===== config.mk =====
export PLATFORM = sky130hd
export DESIGN_NAME = branch_resolve_unit
export DESIGN_NICKNAME = d
export VERILOG_FILES = /design/src/rtl/branch_resolve_unit.sv
export SDC_FILE = /design/constraint.sdc
export NUM_CORES = 1
export LEC_CHECK = 0
export ABC_CLOCK_PERIOD_IN_PS = 8200
export CORE_MARGIN = 1
export CORE_UTILIZATION = 53
export DETAILED_ROUTE_END_ITERATION = 6
export PLACE_DENSITY = 0.85
export SYNTH_ARGS = -nofsm -noshare
export SYNTH_HDL_FRONTEND = slang
export SYNTH_SLANG_ARGS = --single-unit

===== constraint.sdc =====
create_clock -name clk -period 8.2 [get_ports clk]
set_input_delay 1.23 -clock clk [delete_from_list [all_inputs] [get_ports clk]]
set_output_delay 1.23 -clock clk [all_outputs]
set_load 0.005 [all_outputs]

===== src/rtl/branch_resolve_unit.sv =====
// Execute-stage branch resolution: mispredict redirect/flush, wrong-path suppression and an
// in-order predictor-update FIFO. Define BRU_STATS_EN to add saturating branch/mispredict counters.
module branch_resolve_unit #(
  parameter int unsigned UPD_DEPTH      = 4,
  parameter int unsigned RECOVER_CYCLES = 3,
  parameter int unsigned SIZE_PC        = 32,
  parameter int unsigned SIZE_TAG       = 7
) (
  input  logic                clk,
  input  logic                reset,
  input  logic                exe_valid_i,
  input  logic [SIZE_PC-1:0]  exe_pc_i,
  input  logic [SIZE_PC-1:0]  exe_nextPC_i,
  input  logic                exe_direction_i,
  input  logic [7:0]          exe_flags_i,
  input  logic [SIZE_TAG-1:0] exe_tag_i,
  output logic                redirect_valid_o,
  output logic [SIZE_PC-1:0]  redirect_pc_o,
  output logic [SIZE_TAG-1:0] flush_tag_o,
  output logic                upd_valid_o,
  output logic [SIZE_PC-1:0]  upd_pc_o,
  output logic [SIZE_PC-1:0]  upd_target_o,
  output logic                upd_dir_o,
  input  logic                upd_ready_i,
  output logic                stall_o,
`ifdef BRU_STATS_EN
  output logic [31:0]         stat_branches_o,
  output logic [31:0]         stat_mispredicts_o,
`endif
  output logic                overflow_o
);

  localparam int unsigned PtrW = $clog2(UPD_DEPTH);
  localparam int unsigned CntW = PtrW + 1;
  localparam int unsigned RcW  = $clog2(RECOVER_CYCLES + 1);

  typedef enum logic [1:0] {StIdle, StRedirect, StRecover} state_e;

  typedef struct packed {
    logic [SIZE_PC-1:0] pc;
    logic [SIZE_PC-1:0] target;
    logic               dir;
  } upd_entry_t;

  state_e              state_q, state_d;
  logic [RcW-1:0]      rcnt_q, rcnt_d;
  logic                redir_q, redir_d;
  logic [SIZE_PC-1:0]  rpc_q, rpc_d;
  logic [SIZE_TAG-1:0] tag_q, tag_d;

  upd_entry_t          mem_q [UPD_DEPTH];
  logic [PtrW-1:0]     wr_ptr_q, wr_ptr_d;
  logic [PtrW-1:0]     rd_ptr_q, rd_ptr_d;
  logic [CntW-1:0]     count_q, count_d;
  logic                valid_q, valid_d;
  logic                ovf_q, ovf_d;

  logic honour, push, mispred, pop, full, push_ok;
  logic unused_flags;

  assign unused_flags = ^{exe_flags_i[7:6], exe_flags_i[4:3], exe_flags_i[1]};

  always_comb begin
    honour  = exe_valid_i && exe_flags_i[2] && (state_q == StIdle);
    push    = honour && exe_flags_i[5];
    mispred = honour && exe_flags_i[0];
    pop     = valid_q && upd_ready_i;
    full    = (count_q == CntW'(UPD_DEPTH));
    // A pop in the same cycle frees the slot the push lands in.
    push_ok = push && (!full || pop);
  end

  always_comb begin
    state_d = state_q;
    rcnt_d  = rcnt_q;
    redir_d = 1'b0;
    rpc_d   = rpc_q;
    tag_d   = tag_q;
    case (state_q)
      StIdle: begin
        if (mispred) begin
          state_d = StRedirect;
          redir_d = 1'b1;
          rpc_d   = exe_nextPC_i;
          tag_d   = exe_tag_i;
        end
      end
      StRedirect: begin
        state_d = StRecover;
        rcnt_d  = RcW'(RECOVER_CYCLES);
      end
      StRecover: begin
        rcnt_d = rcnt_q - RcW'(1);
        if (rcnt_q == RcW'(1)) state_d = StIdle;
      end
      default: state_d = StIdle;
    endcase
  end

  always_comb begin
    wr_ptr_d = wr_ptr_q + PtrW'(push_ok);
    rd_ptr_d = rd_ptr_q + PtrW'(pop);
    count_d  = count_q + CntW'(push_ok) - CntW'(pop);
    valid_d  = (count_d != '0);
    ovf_d    = ovf_q | (push && full && !pop);
  end

  always_ff @(posedge clk or posedge reset) begin
    if (reset) begin
      state_q  <= StIdle;
      rcnt_q   <= '0;
      redir_q  <= 1'b0;
      rpc_q    <= '0;
      tag_q    <= '0;
      wr_ptr_q <= '0;
      rd_ptr_q <= '0;
      count_q  <= '0;
      valid_q  <= 1'b0;
      ovf_q    <= 1'b0;
    end else begin
      state_q  <= state_d;
      rcnt_q   <= rcnt_d;
      redir_q  <= redir_d;
      rpc_q    <= rpc_d;
      tag_q    <= tag_d;
      wr_ptr_q <= wr_ptr_d;
      rd_ptr_q <= rd_ptr_d;
      count_q  <= count_d;
      valid_q  <= valid_d;
      ovf_q    <= ovf_d;
    end
  end

  // Storage needs no reset; contents are only observed behind upd_valid_o.
  always_ff @(posedge clk) begin
    if (push_ok) begin
      mem_q[wr_ptr_q] <= '{pc: exe_pc_i, target: exe_nextPC_i, dir: exe_direction_i};
    end
  end

  assign redirect_valid_o = redir_q;
  assign redirect_pc_o    = rpc_q;
  assign flush_tag_o      = tag_q;
  assign upd_valid_o      = valid_q;
  assign upd_pc_o         = mem_q[rd_ptr_q].pc;
  assign upd_target_o     = mem_q[rd_ptr_q].target;
  assign upd_dir_o        = mem_q[rd_ptr_q].dir;
  assign stall_o          = full;
  assign overflow_o       = ovf_q;

`ifdef BRU_STATS_EN
  logic [31:0] stat_br_q, stat_br_d;
  logic [31:0] stat_mp_q, stat_mp_d;

  always_comb begin
    stat_br_d = stat_br_q;
    stat_mp_d = stat_mp_q;
    if (push && (stat_br_q != '1)) stat_br_d = stat_br_q + 32'd1;
    if (mispred && (stat_mp_q != '1)) stat_mp_d = stat_mp_q + 32'd1;
  end

  always_ff @(posedge clk or posedge reset) begin
    if (reset) begin
      stat_br_q <= '0;
      stat_mp_q <= '0;
    end else begin
      stat_br_q <= stat_br_d;
      stat_mp_q <= stat_mp_d;
    end
  end

  assign stat_branches_o    = stat_br_q;
  assign stat_mispredicts_o = stat_mp_q;
`endif

endmodule


# After elaboration in Yosys (flattened, before gate mapping)
# Memories as Yosys holds them, arrays and structs flattened.
# Cells that the tools add are included.
# W data, S select, Z words.
dict set report totals {
  regBits 53
  ramBits 260
  inputBits 84
  out_inout_bits 108
  word_cells 47
  memories 1
}
dict set report classes {
  add_sub_neg 5
  eq_ne 6
  muxes 8
  bitwise 1
  reduce_logical 16
}
# name depth word_bits rd rd_ports_with_merged_regs write_ports line
set mem_list {}
lappend mem_list {mem_q 4 65 1 0 1 51} ;# upd_entry_t mem_q [UPD_DEPTH];
# operator n
set ops {}
lappend ops {{$logic_and A1 B1 Y1} 8}
lappend ops {{$pmux W2 S3} 1}
lappend ops {{$add A2 B1 Y2} 2}
lappend ops {{$eq A2 B1 Y1 const B} 2}
lappend ops {{$mux W1} 4}
lappend ops {{$mux W2} 2}
lappend ops {{$ne A2 B2 Y1 const B} 2}
lappend ops {{$pmux W2 S2} 1}
lappend ops {{$reduce_and A2 Y1} 2}
lappend ops {{$add A3 B1 Y3} 1}
lappend ops {{$eq A3 B3 Y1 const B} 1}
lappend ops {{$reduce_bool A3 Y1} 1}
lappend ops {{$sub A3 B1 Y3} 1}
lappend ops {{$eq A2 B2 Y1 const B} 1}
lappend ops {{$logic_not A1 Y1} 2}
lappend ops {{$logic_not A2 Y1} 1}
lappend ops {{$reduce_bool A2 Y1} 1}
lappend ops {{$sub A2 B1 Y2 const B} 1}
lappend ops {{$logic_or A1 B1 Y1} 1}
lappend ops {{$or A1 B1 Y1} 1}

# Depth between registers and ports, before layout
dict set report logic_depth {
  depth_word 7
  mapped_depth 10
}

# Least setup slack after synthesis
# OpenSTA, ideal clock, no wires.
dict set report synth_path {
  kind {input to register}
  start {input exe_valid_i}
  end {memory mem_q[1][0] (netlist bit) (enable)}
  setup_ns 0.581
  arrival_ns 6.337
  required_ns 7.619
  slack_ns 1.282
  path_stages 3
  path_buffers 0
  path_cell_list {nand4_1 > a21o_1 > nor3b_1}
}
dict set report synth_via {
  elab_chain_cells 6
}
# item line
set synth_rtl {}
lappend synth_rtl {{from (decl)} 11} ;# input logic exe_valid_i,
lappend synth_rtl {{$logic_and A1 B1 Y1 (2 in a row)} 64} ;# honour = exe_valid_i && exe_flags_i[2] && (state_q == StIdle);
lappend synth_rtl {{$logic_and A1 B1 Y1} 65} ;# push = honour && exe_flags_i[5];
lappend synth_rtl {{$logic_and A1 B1 Y1} 70} ;# push_ok = push && (!full || pop);
lappend synth_rtl {{$mux W1} 136} ;# if (push_ok) begin
lappend synth_rtl {{$mux W1 (implied by the code)} 137} ;# mem_q[wr_ptr_q] <= '{pc: exe_pc_i, target: exe_nextPC_i, dir: exe_direction_i};
lappend synth_rtl {{to (decl)} 51}
# No other way between the ends.

# Worst setup path in the final report
dict set report layout_path {
  start {register rd_ptr_q[0]}
  end {output upd_target_o[2]}
}
dict set report layout_via {
  elab_chain_cells 1
}
# item line
set layout_rtl {}
lappend layout_rtl {{from (decl)} 53} ;# logic [PtrW-1:0] rd_ptr_q, rd_ptr_d;
lappend layout_rtl {{from (signal assigned)} 127} ;# rd_ptr_q <= rd_ptr_d;
lappend layout_rtl {{$mem_v2 Z4 W65} --}
lappend layout_rtl {{to (decl)} 22} ;# output logic [SIZE_PC-1:0] upd_target_o,
# No other way between the ends.

==> impl_metrics.tcl <==
set metrics [dict create \
    outcome "complete, no violations" \
    ant_nets 0 \
    synth_cell_types 28 \
    fin_crit_ps 4460 \
    route.vias.total 5524 \
    synth_fp_nets 573 \
    start_kind "flop" \
    drt_iter0_markers 244 \
    drv_slew 0 \
    pwr_density_cell_nw_per_um2 330 \
    post-route-period-util_pct 54.3 \
    post_synth.cell_area_avg_um2 24.1 \
    drtPass1Iterations 4 \
    die_h_um 150 \
    post_cts_buffers 0 \
    io_pins 192 \
    crit_required_ps 6970 \
    tns_ps 0 \
    path_cells "buf_4, mux4_2, clkdlybuf4s50_1" \
    hpwl_um 13300 \
    grt_antenna_before_repair 0 \
    r2r_slack_ps 5450 \
    reg2reg_from "state_q[0]$_DFFE_PP0P_" \
    wire_per_inst_um 22.7 \
    p_leak_nw 5.02 \
    whs_endpoint "overflow_o$_DFF_PP0_" \
    track_usage_pct 20.0 \
    max_freq_mhz 224 \
    synth_edf_count 260 \
    cp_slowest_cell "buf_4" \
    clk_latency_ps 540 \
    relSlewSlack_pct 32.4 \
    wl_um 22400 \
    r2r_end "upd_valid_o$_DFF_PP0_" \
    clockBufferDepth 3 \
    area_growth_pct 27.4 \
    seq_area_um2 9140 \
    synth_seq_cells 313 \
    setup_violations 0 \
    diodes 0 \
    vias_per_cell 5.60 \
    clockRootBuffer "clkbuf_16" \
    cts_hold_buf 0 \
    drc_errors 0 \
    numCtsBuffers 30 \
    synth-main-ff-cell "edfxtp_1" \
    tightest_slew_ps 1010 \
    yosysSeqAreaShare_pct 79.1 \
    async_flop_share_pct 16.9 \
    cts_tree "yes" \
    drive_gt1_share_pct 23.6 \
    htreeDepth 1 \
    multi_input_area_um2 2230 \
    fin_skew_ps 8.93 \
    holdCritStartpoint "overflow_o$_DFF_PP0_" \
    die_w_um 150 \
    fin_nets 782 \
    grt_max_degree 67 \
    path_clk_slew_ps 60 \
    synth_top_area_share_pct 67.6 \
    core.rowCount 53 \
    clock_sinks 313 \
    grt_overflow_total 0 \
    fill_cells 1267 \
    core_um2 21200 \
    synth_area_leaders "edfxtp_1, mux4_2, dfrtp_1, mux2_2, buf_12" \
    start_util_pct 54.4 \
    max_stage_delay_ps 790 \
    crit_type "flop to primary output" \
    grt_pass1_vias 5942 \
    end_kind "primary output" \
    grt_pass1_wl_um 33200 \
    stdcell_area_um2 14700 \
    rsz0062_at_grt "no" \
    cap_violations 0 \
    post_cts_resized 0 \
    syn_area_um2 11500 \
    ys_warn_count 0 \
    hold_class "flop to flop" \
    io_buffers 186 \
    reg2reg_depth 10 \
    yosysTopAreaCell "edfxtp_1" \
    placedInstanceArea_um2 13700 \
    ir_worst_vdd_uv 215 \
    hold_viol_final 0 \
    crit_arrival_ps 3230 \
    min_path_cells 1 \
    syn-instance-count 480 \
    dieArea_um2 22400 \
    gp_congestion 0.778 \
    crit_fanout 42 \
]
## state kept, by name, summed over array words and instances, names as in the netlist
register,count
count_q,3
flush_tag_o,7
mem_q,260
overflow_o,1
rcnt_q,2
rd_ptr_q,2
redirect_pc_o,32
redirect_valid_o,1
state_q,2
upd_valid_o,1
wr_ptr_q,2
## metal layers
metal  track usage, %  up-vias  wire, µm
li1                 -     2390         -
met1             24.9     2930      8920
met2             36.1      169     11800
met3             3.90       35      1400
met4             4.39        0       325
met5                0        -         0
## area by class of cell
cell class,count,area share (%)
inverter,9,0.230
clock inverter,16,1.58
timing repair buffer,195,13.1
multi-input combinational,140,15.1
sequential,313,62.1
clock buffer,39,5.48
tap,275,2.34
## cell usage in the layout, fill, tap and decap left out, drive strengths merged
cell type	n
mux4	65
buf	9
clkinv	8
or3	1
mux2	41
and3	1
bufinv	6
clkinvlp	2
nand2	3
a21o	1
nand4	2
dfrtp	53
inv	9
xnor2	2
clkdlybuf4s50	186
clkbuf	39
nor3	1
edfxtp	260
a21oi	1
o21ai	3
fa	1
nor3b	3
o21a	1
xor2	2
nor2b	1
nand3	2
o21bai	1
ha	8
## how the worst max path moves through the flow
| stage | endpoint | cells past startpoint | startpoint |
|---|---|---|---|
| final | upd_target_o[2] | 3 | rd_ptr_q[0]$_DFF_PP0_ |
| after global routing | upd_pc_o[26] | 3 | rd_ptr_q[0]$_DFF_PP0_ |
| after CTS | upd_pc_o[26] | 3 | rd_ptr_q[0]$_DFF_PP0_ |
| after detailed placement | upd_target_o[21] | 3 | rd_ptr_q[0]$_DFF_PP0_ |
| after global placement | upd_target_o[21] | 3 | rd_ptr_q[0]$_DFF_PP0_ |
| after floorplan | mem_q[1][0]$_DFFE_PP_ | 3 | exe_valid_i |
## worst max-delay path, delay by kind of cell (launching register included)
kind / cells / cell delay [ps]
buffers and inverters: 2 / 1310
flip-flops: 1 / 760
multiplexers: 1 / 600
## power by group
group | switching, mW | internal [mW] | leakage (nW)
clock network | 0.558 | 0.879 | 0.503
registers | 0.193 | 1.90 | 2.97
logic | 0.439 | 0.890 | 1.55
## cell usage after synthesis (2+ instances only)
cell and instances:
nand2_1 3, nand4_1 2, buf_12 5, nand3_1 2, mux4_2 65, xor2_1 2, mux2_2 41, nor3b_1 2
buf_2 10, xnor2_1 2, inv_1 9, ha_1 8, edfxtp_1 260, dfrtp_1 53, o21ai_0 3
## kinds of logic (layout without fill, tap and decap cells)
| group | Yosys count | after routing | synth area share [%] |
|---|---|---|---|
| AO/OA/AOI/OAI | 7 | 7 | 0.368 |
| XOR/XNOR | 4 | 4 | 0.303 |
| AND/OR/NAND/NOR | 14 | 14 | 0.737 |
| multiplexers | 106 | 106 | 16.7 |
| buffers and inverters | 27 | 259 | 1.79 |
| adder cells (fa/ha/maj) | 9 | 9 | 1.04 |
| flip-flops | 313 | 313 | 79.1 |
## per-stage QoR
| stage | util, % | hold slack, ps | worst slack [ps] | std cells | power [mW] |
|---|---|---|---|---|---|
| after detailed placement | 64.5 | 473 | 4190 | 932 | 3.47 |
| final | 69.3 | 495 | 3740 | 987 | 4.86 |
| after floorplan | - | 468 | 1280 | 480 | 2.76 |
| after global placement | 64.5 | 469 | 4220 | 932 | 3.41 |
| after CTS | 69.3 | 486 | 3610 | 987 | 4.91 |
| after global routing | 69.3 | 527 | 3480 | 987 | 5.07 |
Note: power is estimated with default switching activity, not from simulation.
